`src/rtl/idelay_stepper_if.sv`:
```
// Tap-write and readback bus between the idelay_scanner (master) and the
// idelay_stepper (slave).
//
// Handshake: hw_strobe is a one-cycle write qualifier with no ready. Every
// cycle where it is high, hw_addr/hw_data are taken in that cycle. The slave
// never stalls a write. Readback has no handshake: rb_val/rb_pend show
// rb_addr as it was one cycle earlier.
interface idelay_stepper_if;
    logic [3:0] hw_addr;
    logic [4:0] hw_data;
    logic       hw_strobe;
    logic [3:0] rb_addr;
    logic [4:0] rb_val;
    logic       rb_pend;

    modport master (
        output hw_addr, hw_data, hw_strobe, rb_addr,
        input  rb_val, rb_pend
    );

    modport slave (
        input  hw_addr, hw_data, hw_strobe, rb_addr,
        output rb_val, rb_pend
    );
endinterface

```
`src/rtl/idelay_stepper.sv`:
```
// idelay_stepper: turns absolute 5-bit tap writes for 16 lanes into
// single-step CE/INC pulses for IDELAY primitives in VARIABLE mode, and keeps
// a shadow copy of every lane's current tap for readback.
//
// Optional feature: define IDELAY_STEPPER_SETTLE_EN to make the idle gap
// after each CE pulse last SETTLE cycles (SETTLE >= 1). When the macro is
// undefined, the gap is always 1 cycle and SETTLE has no effect.
module idelay_stepper #(
    parameter int SETTLE = 1
) (
    input  logic              clk,
    input  logic              rst,
    idelay_stepper_if.slave   bus,
    output logic [15:0]       idelay_ce,
    output logic              idelay_inc,
    output logic              busy,
    output logic [1:0]        dbg_state
);

`ifdef IDELAY_STEPPER_SETTLE_EN
    localparam bit SETTLE_EN = 1'b1;
`else
    localparam bit SETTLE_EN = 1'b0;
`endif

    localparam int GAP_LEN = SETTLE_EN ? SETTLE : 1;
    localparam int GW      = (GAP_LEN > 1) ? $clog2(GAP_LEN) : 1;
    localparam logic [GW-1:0] GAP_INIT = GW'(GAP_LEN - 1);

    typedef enum logic [1:0] {
        S_IDLE   = 2'd0,
        S_SELECT = 2'd1,
        S_PULSE  = 2'd2,
        S_GAP    = 2'd3
    } state_t;

    state_t       state, state_nxt;
    logic [4:0]   cur    [16];
    logic [4:0]   target [16];
    logic [15:0]  pending, pending_nxt, clr_mask, set_mask;
    logic [3:0]   rr, lane_q, pick, cmp_lane;
    logic [GW-1:0] gap_cnt;
    logic [4:0]   cmp_cur, cmp_tgt;
    logic         cmp_eq, pend_clr, go_pulse;

    assign dbg_state = state;

    // Round-robin pick: first pending lane after rr, wrapping, rr itself last.
    always_comb begin : arb
        logic       found;
        logic [3:0] idx;
        pick  = rr;
        found = 1'b0;
        idx   = rr;
        for (int i = 1; i <= 16; i++) begin
            idx = rr + 4'(i);
            if (!found && pending[idx]) begin
                pick  = idx;
                found = 1'b1;
            end
        end
    end

    // Compare operands: SELECT uses the fresh pick, GAP the latched lane.
    always_comb begin
        cmp_lane = (state == S_SELECT) ? pick : lane_q;
        cmp_cur  = cur[cmp_lane];
        cmp_tgt  = target[cmp_lane];
        cmp_eq   = (cmp_cur == cmp_tgt);
    end

    // Next-state logic; target is re-read at every compare point.
    always_comb begin
        state_nxt = state;
        pend_clr  = 1'b0;
        go_pulse  = 1'b0;
        case (state)
            S_IDLE: begin
                if (|pending) state_nxt = S_SELECT;
            end
            S_SELECT: begin
                if (cmp_eq) begin
                    pend_clr  = 1'b1;
                    state_nxt = S_IDLE;
                end else begin
                    go_pulse  = 1'b1;
                    state_nxt = S_PULSE;
                end
            end
            S_PULSE: begin
                state_nxt = S_GAP;
            end
            S_GAP: begin
                if (gap_cnt == '0) begin
                    if (cmp_eq) begin
                        pend_clr  = 1'b1;
                        state_nxt = S_IDLE;
                    end else begin
                        go_pulse  = 1'b1;
                        state_nxt = S_PULSE;
                    end
                end
            end
            default: state_nxt = S_IDLE;
        endcase
    end

    // Pending update: a new strobe on the lane being retired keeps it pending.
    always_comb begin
        clr_mask    = pend_clr ? (16'd1 << cmp_lane) : 16'd0;
        set_mask    = bus.hw_strobe ? (16'd1 << bus.hw_addr) : 16'd0;
        pending_nxt = (pending & ~clr_mask) | set_mask;
    end

    // FSM state, arbitration bookkeeping and pending bits.
    always_ff @(posedge clk or posedge rst) begin
        if (rst) begin
            state   <= S_IDLE;
            pending <= 16'd0;
            rr      <= 4'd15;
            lane_q  <= 4'd0;
        end else begin
            state   <= state_nxt;
            pending <= pending_nxt;
            if (state == S_SELECT) lane_q <= pick;
            if (pend_clr)          rr     <= cmp_lane;
        end
    end

    // Target capture and shadow tap tracking (one step per PULSE cycle).
    always_ff @(posedge clk or posedge rst) begin
        if (rst) begin
            for (int i = 0; i < 16; i++) begin
                cur[i]    <= 5'd0;
                target[i] <= 5'd0;
            end
        end else begin
            if (bus.hw_strobe) target[bus.hw_addr] <= bus.hw_data;
            if (state == S_PULSE) begin
                if (idelay_inc) cur[lane_q] <= cur[lane_q] + 5'd1;
                else            cur[lane_q] <= cur[lane_q] - 5'd1;
            end
        end
    end

    // Gap timer: loaded while pulsing, counts down to the compare cycle.
    always_ff @(posedge clk or posedge rst) begin
        if (rst) begin
            gap_cnt <= '0;
        end else if (state == S_PULSE) begin
            gap_cnt <= GAP_INIT;
        end else if (state == S_GAP && gap_cnt != '0) begin
            gap_cnt <= gap_cnt - 1'b1;
        end
    end

    // Registered IDELAY controls; INC holds between pulses.
    always_ff @(posedge clk or posedge rst) begin
        if (rst) begin
            idelay_ce  <= 16'd0;
            idelay_inc <= 1'b0;
        end else begin
            idelay_ce <= go_pulse ? (16'd1 << cmp_lane) : 16'd0;
            if (go_pulse) idelay_inc <= (cmp_tgt > cmp_cur);
        end
    end

    // Registered status and readback.
    always_ff @(posedge clk or posedge rst) begin
        if (rst) begin
            busy        <= 1'b0;
            bus.rb_val  <= 5'd0;
            bus.rb_pend <= 1'b0;
        end else begin
            busy        <= (|pending_nxt) || (state_nxt != S_IDLE);
            bus.rb_val  <= cur[bus.rb_addr];
            bus.rb_pend <= pending[bus.rb_addr];
        end
    end

endmodule

```
`src/flat_wrapper.sv`:
```
// flat-port wrapper written by rule: the top's interface ports become plain ports
module idelay_stepper_flat 
#(
    parameter int SETTLE = 1
)
  (clk, rst, idelay_ce, idelay_inc, busy, dbg_state, bus_hw_addr, bus_hw_data, bus_hw_strobe, bus_rb_addr, bus_rb_val, bus_rb_pend);
  idelay_stepper_if bus_i ();
  input  logic clk;
  input  logic rst;
  output logic [15:0] idelay_ce;
  output logic idelay_inc;
  output logic busy;
  output logic [1:0] dbg_state;
  input wire logic [$bits(bus_i.hw_addr)-1:0] bus_hw_addr;
  input wire logic [$bits(bus_i.hw_data)-1:0] bus_hw_data;
  input wire logic [$bits(bus_i.hw_strobe)-1:0] bus_hw_strobe;
  input wire logic [$bits(bus_i.rb_addr)-1:0] bus_rb_addr;
  output wire logic [$bits(bus_i.rb_val)-1:0] bus_rb_val;
  output wire logic [$bits(bus_i.rb_pend)-1:0] bus_rb_pend;
  assign bus_i.hw_addr = bus_hw_addr;
  assign bus_i.hw_data = bus_hw_data;
  assign bus_i.hw_strobe = bus_hw_strobe;
  assign bus_i.rb_addr = bus_rb_addr;
  assign bus_rb_val = bus_i.rb_val;
  assign bus_rb_pend = bus_i.rb_pend;
  idelay_stepper #(.SETTLE(SETTLE)) u_core (.clk(clk), .rst(rst), .bus(bus_i), .idelay_ce(idelay_ce), .idelay_inc(idelay_inc), .busy(busy), .dbg_state(dbg_state));
endmodule
```
`config.mk`:
```
export PLATFORM = sky130hd
export DESIGN_NAME = idelay_stepper_flat
export DESIGN_NICKNAME = d
export VERILOG_FILES = /design/src/rtl/idelay_stepper_if.sv /design/src/rtl/idelay_stepper.sv /design/src/flat_wrapper.sv
export SDC_FILE = /design/constraint.sdc
export NUM_CORES = 1
export LEC_CHECK = 0
export CAP_MARGIN = 5
export CELL_PAD_IN_SITES_DETAIL_PLACEMENT = 0
export CELL_PAD_IN_SITES_GLOBAL_PLACEMENT = 1
export CORE_MARGIN = 2
export CORE_UTILIZATION = 30
export DETAILED_ROUTE_END_ITERATION = 16
export PLACE_DENSITY = 0.61
export SETUP_SLACK_MARGIN = 0.05
export SLEW_MARGIN = 20
export SYNTH_ARGS = -nofsm -noshare
export SYNTH_HDL_FRONTEND = slang
export SYNTH_SLANG_ARGS = --single-unit
```
`constraint.sdc`:
```
create_clock -name clk -period 14.62 [get_ports clk]
set_input_delay 3.655 -clock clk [delete_from_list [all_inputs] [get_ports clk]]
set_output_delay 3.655 -clock clk [all_outputs]
set_load 0.01 [all_outputs]
```
==> impl_metrics.toml <==
[clocking]
post_cts_buffers = 0
root_buffer = "clkbuf_16"
cts_resized = 0
clk_pin_slew_ps = 60
cts_tree = "built"
cts_made_buffers = 24
htreeDepth = 1
cts_max_path_buffers = 3
cts_num_sinks = 211
clk_latency_ps = 530
holdBufCountCts = 0

[yosys]
ys_seq_elements = 211
synth_top_area_share_pct = 37.3
synthTopCellsByArea = "dfrtp_1 (37%), mux4_2 (13%), mux2_2 (13%)"
netlist_area_mm2 = 0.0139
synthFlopType = "dfrtp_1"
synth_cell_types = 81
async_flop_share_pct = 100
synth_top_cell_by_area = "dfrtp_1"
ys_warn_count = 0
yosysSeqAreaShare_pct = 38.1
synth.net_count = 1332
yosys-top-cells-count = "dfrtp_1 (207), nand2_1 (192), mux2_2 (158), mux4_2 (80), nor2_1 (73)"
synth_edf_count = 0
syn_avg_cell_area_um2 = 10.7
yosysMostFrequentCell = "dfrtp_1"
postSynthCellCount = 1301

[place]
gp_congestion = 0.914
io_buffer_count = 41
hpwl_mm = 28.7
placedCellCount = 1860

[pwr]
irDropWorstVdd_mv = 0.106
power_w = 0.00357
leakage_nw = 6.27
intPower_w = 0.00192
comb_power_share_pct = 56.0
powerDensity_mw_per_mm2 = 229
p_clk_share_pct = 16.9
p_switching_w = 0.00165
switching_share_pct = 46.2
pwr-share-seq_pct = 27.1

[detailed_routing]
drtIter0Drc = 887
drc = 0
drt-total-wl_mm = 43.6
ant_nets = 0
via_count = 10800
wl_per_cell_um = 22.9
dr.pass1.iters = 5
viasPerCell = 5.66

[worst_setup_path]
cp_max_fo = 32
path_class = "reg2reg"
end_kind = "register"
cp.arrival_ps = 9910
critical_path.startpoint_type = "register"
required_ps = 15010
r2r_slack_ps = 5110

[timing]
hold_ws_ps = 496
setup_viol = 0
tightestPinTransition_ps = 1060
hold_violations = 0
setup_tns_ps = 0
fmax_ghz = 0.105
grt_setup_unrepaired = "false"
fin_crit_ps = 9510
maxSlewViolCount = 0
clock_skew_ps = 12.0
fin_crit_sh_pct = 65.1
maxSlewHeadroom_pct = 28.9

[finish]
layout-drive-gt1-share_pct = 24.8
area_delta_synth_final_pct = 12.2
antenna_cells = 0
fillers = 4626
layout.nets = 1317
finalNonFillerCells = 1902

[flow_run]
drv_cap = 0

[die]
placementRows = 78
core-area_mm2 = 0.0455
die_area_mm2 = 0.0480
io_pins = 42
die_h_um = 219
start_util_pct = 30.5
die_w_um = 219

[grt]
met1_usage_pct = 25.0
grt_pass1_wl_mm = 68.1
gr-usage-met2_pct = 30.3
top_usage_layer = "met2"
antenna_found_initial = 0
grt_util_met3_pct = 2.13
grt_pass1_vias = 11100
grt-ovfl-total = 0
grt_max_degree = 142
grt_use_total_pct = 18.5

[hold_path]
hold_class = "reg2reg"

[status]
outcome = "finished clean"
[path summary, 6_finish.rpt]
check | startpoint | depth (start not counted) | to
setup / recovery | u_core.rr[1] | 26 | u_core.busy
hold reg to reg | u_core.gap_cnt | 1 | u_core.gap_cnt
min in group asynchronous | rst | 2 | u_core.cur[78]
max in group asynchronous | rst | 3 | u_core.cur[56]
hold / removal | u_core.gap_cnt | 1 | u_core.gap_cnt
setup reg to reg | u_core.rr[1] | 26 | u_core.busy
[metal layers]
layer	vias up	wire length (um)
met5	-	0
met4	0	1640
met3	102	2020
met2	346	20700
met1	5505	19300
li1	4815	-
[layout make-up]
cell class / count / area (um2) / area share (%)
clock buffer: 36 / 727 / 4.67
clock inverter: 6 / 58.8 / 0.378
inverter: 21 / 86.3 / 0.555
multi-input combinational: 974 / 8160 / 52.4
sequential: 211 / 5290 / 33.9
tap: 600 / 751 / 4.82
timing repair buffer: 54 / 503 / 3.23
[layout by cell type (no fill, tap or decap), types with 30 or more instances in the layout]
master           count
mux2i_1             72
nand2_1            192
nor2_1              73
clkdlybuf4s50_1     40
nand3_1             30
mux4_2              80
o21ai_0             59
mux2_2             158
dfrtp_1            207
a21oi_1             31
[critical path: stages (launching register included)]
cell and delay (ps):
dfstp_2 1010, inv_1 390, ha_1 1020, mux4_2 640, mux2_2 320, mux2i_1 450
nand2_1 230, nor3_2 450, and2_4 240, o31a_1 140, a31oi_2 50, or2_2 310
inv_2 530, buf_4 450, mux2i_1 240, nor2_1 50, o21ai_0 310, o21ai_0 180
ha_1 330, nand4_1 160, inv_1 130, and3_1 290, nand2_1 180, or4b_1 540
a211o_1 320, nor4_2 260, nand3_1 100
[stage by stage]
| stage | utilization [%] | setup slack [ps] | cell area (um2) |
|---|---|---|---|
| 6_report | 34.2 | 5110 | 15600 |
| 5_1_grt | 34.2 | 4480 | 15600 |
| 4_1_cts | 34.2 | 5090 | 15600 |
| 3_5_place_dp | 32.5 | 5120 | 14800 |
| 3_3_place_gp | 32.5 | 5160 | 14800 |
| 2_1_floorplan | - | 5210 | 13900 |
[sequential cells by signal (all words and copies together) (netlist names), 2 cells and up, named ones only]
| signal | cells |
|---|---|
| u_core.rr | 4 |
| u_core.idelay_ce | 16 |
| u_core.lane_q | 4 |
| u_core.bus.rb_val | 5 |
| u_core.target | 80 |
| u_core.cur | 64 |
| u_core.pending | 16 |
| u_core.dbg_state | 2 |
[logic make-up after synthesis]
family | Yosys count | share of synthesized area [%]
and+or+nand+nor | 418 | 14.1
muxes | 312 | 31.3
AOI/OAI and AO/OA | 213 | 10.4
DFF | 211 | 38.1
buffers and inverters | 116 | 3.50
xor gates and xnor gates | 16 | 1.25
adders and majority gates | 15 | 1.35
[power by group through the flow]
stage                     Combinational [W]  Clock, W  Sequential, W
after detailed placement            0.00198         0       0.000973
after global routing                0.00218  0.000642       0.000998
after CTS                           0.00199  0.000620       0.000964
after floorplan                     0.00152         0       0.000846
after global placement              0.00199         0       0.000966
final                               0.00200  0.000602       0.000968
Note: power is estimated with default switching activity, not from simulation.
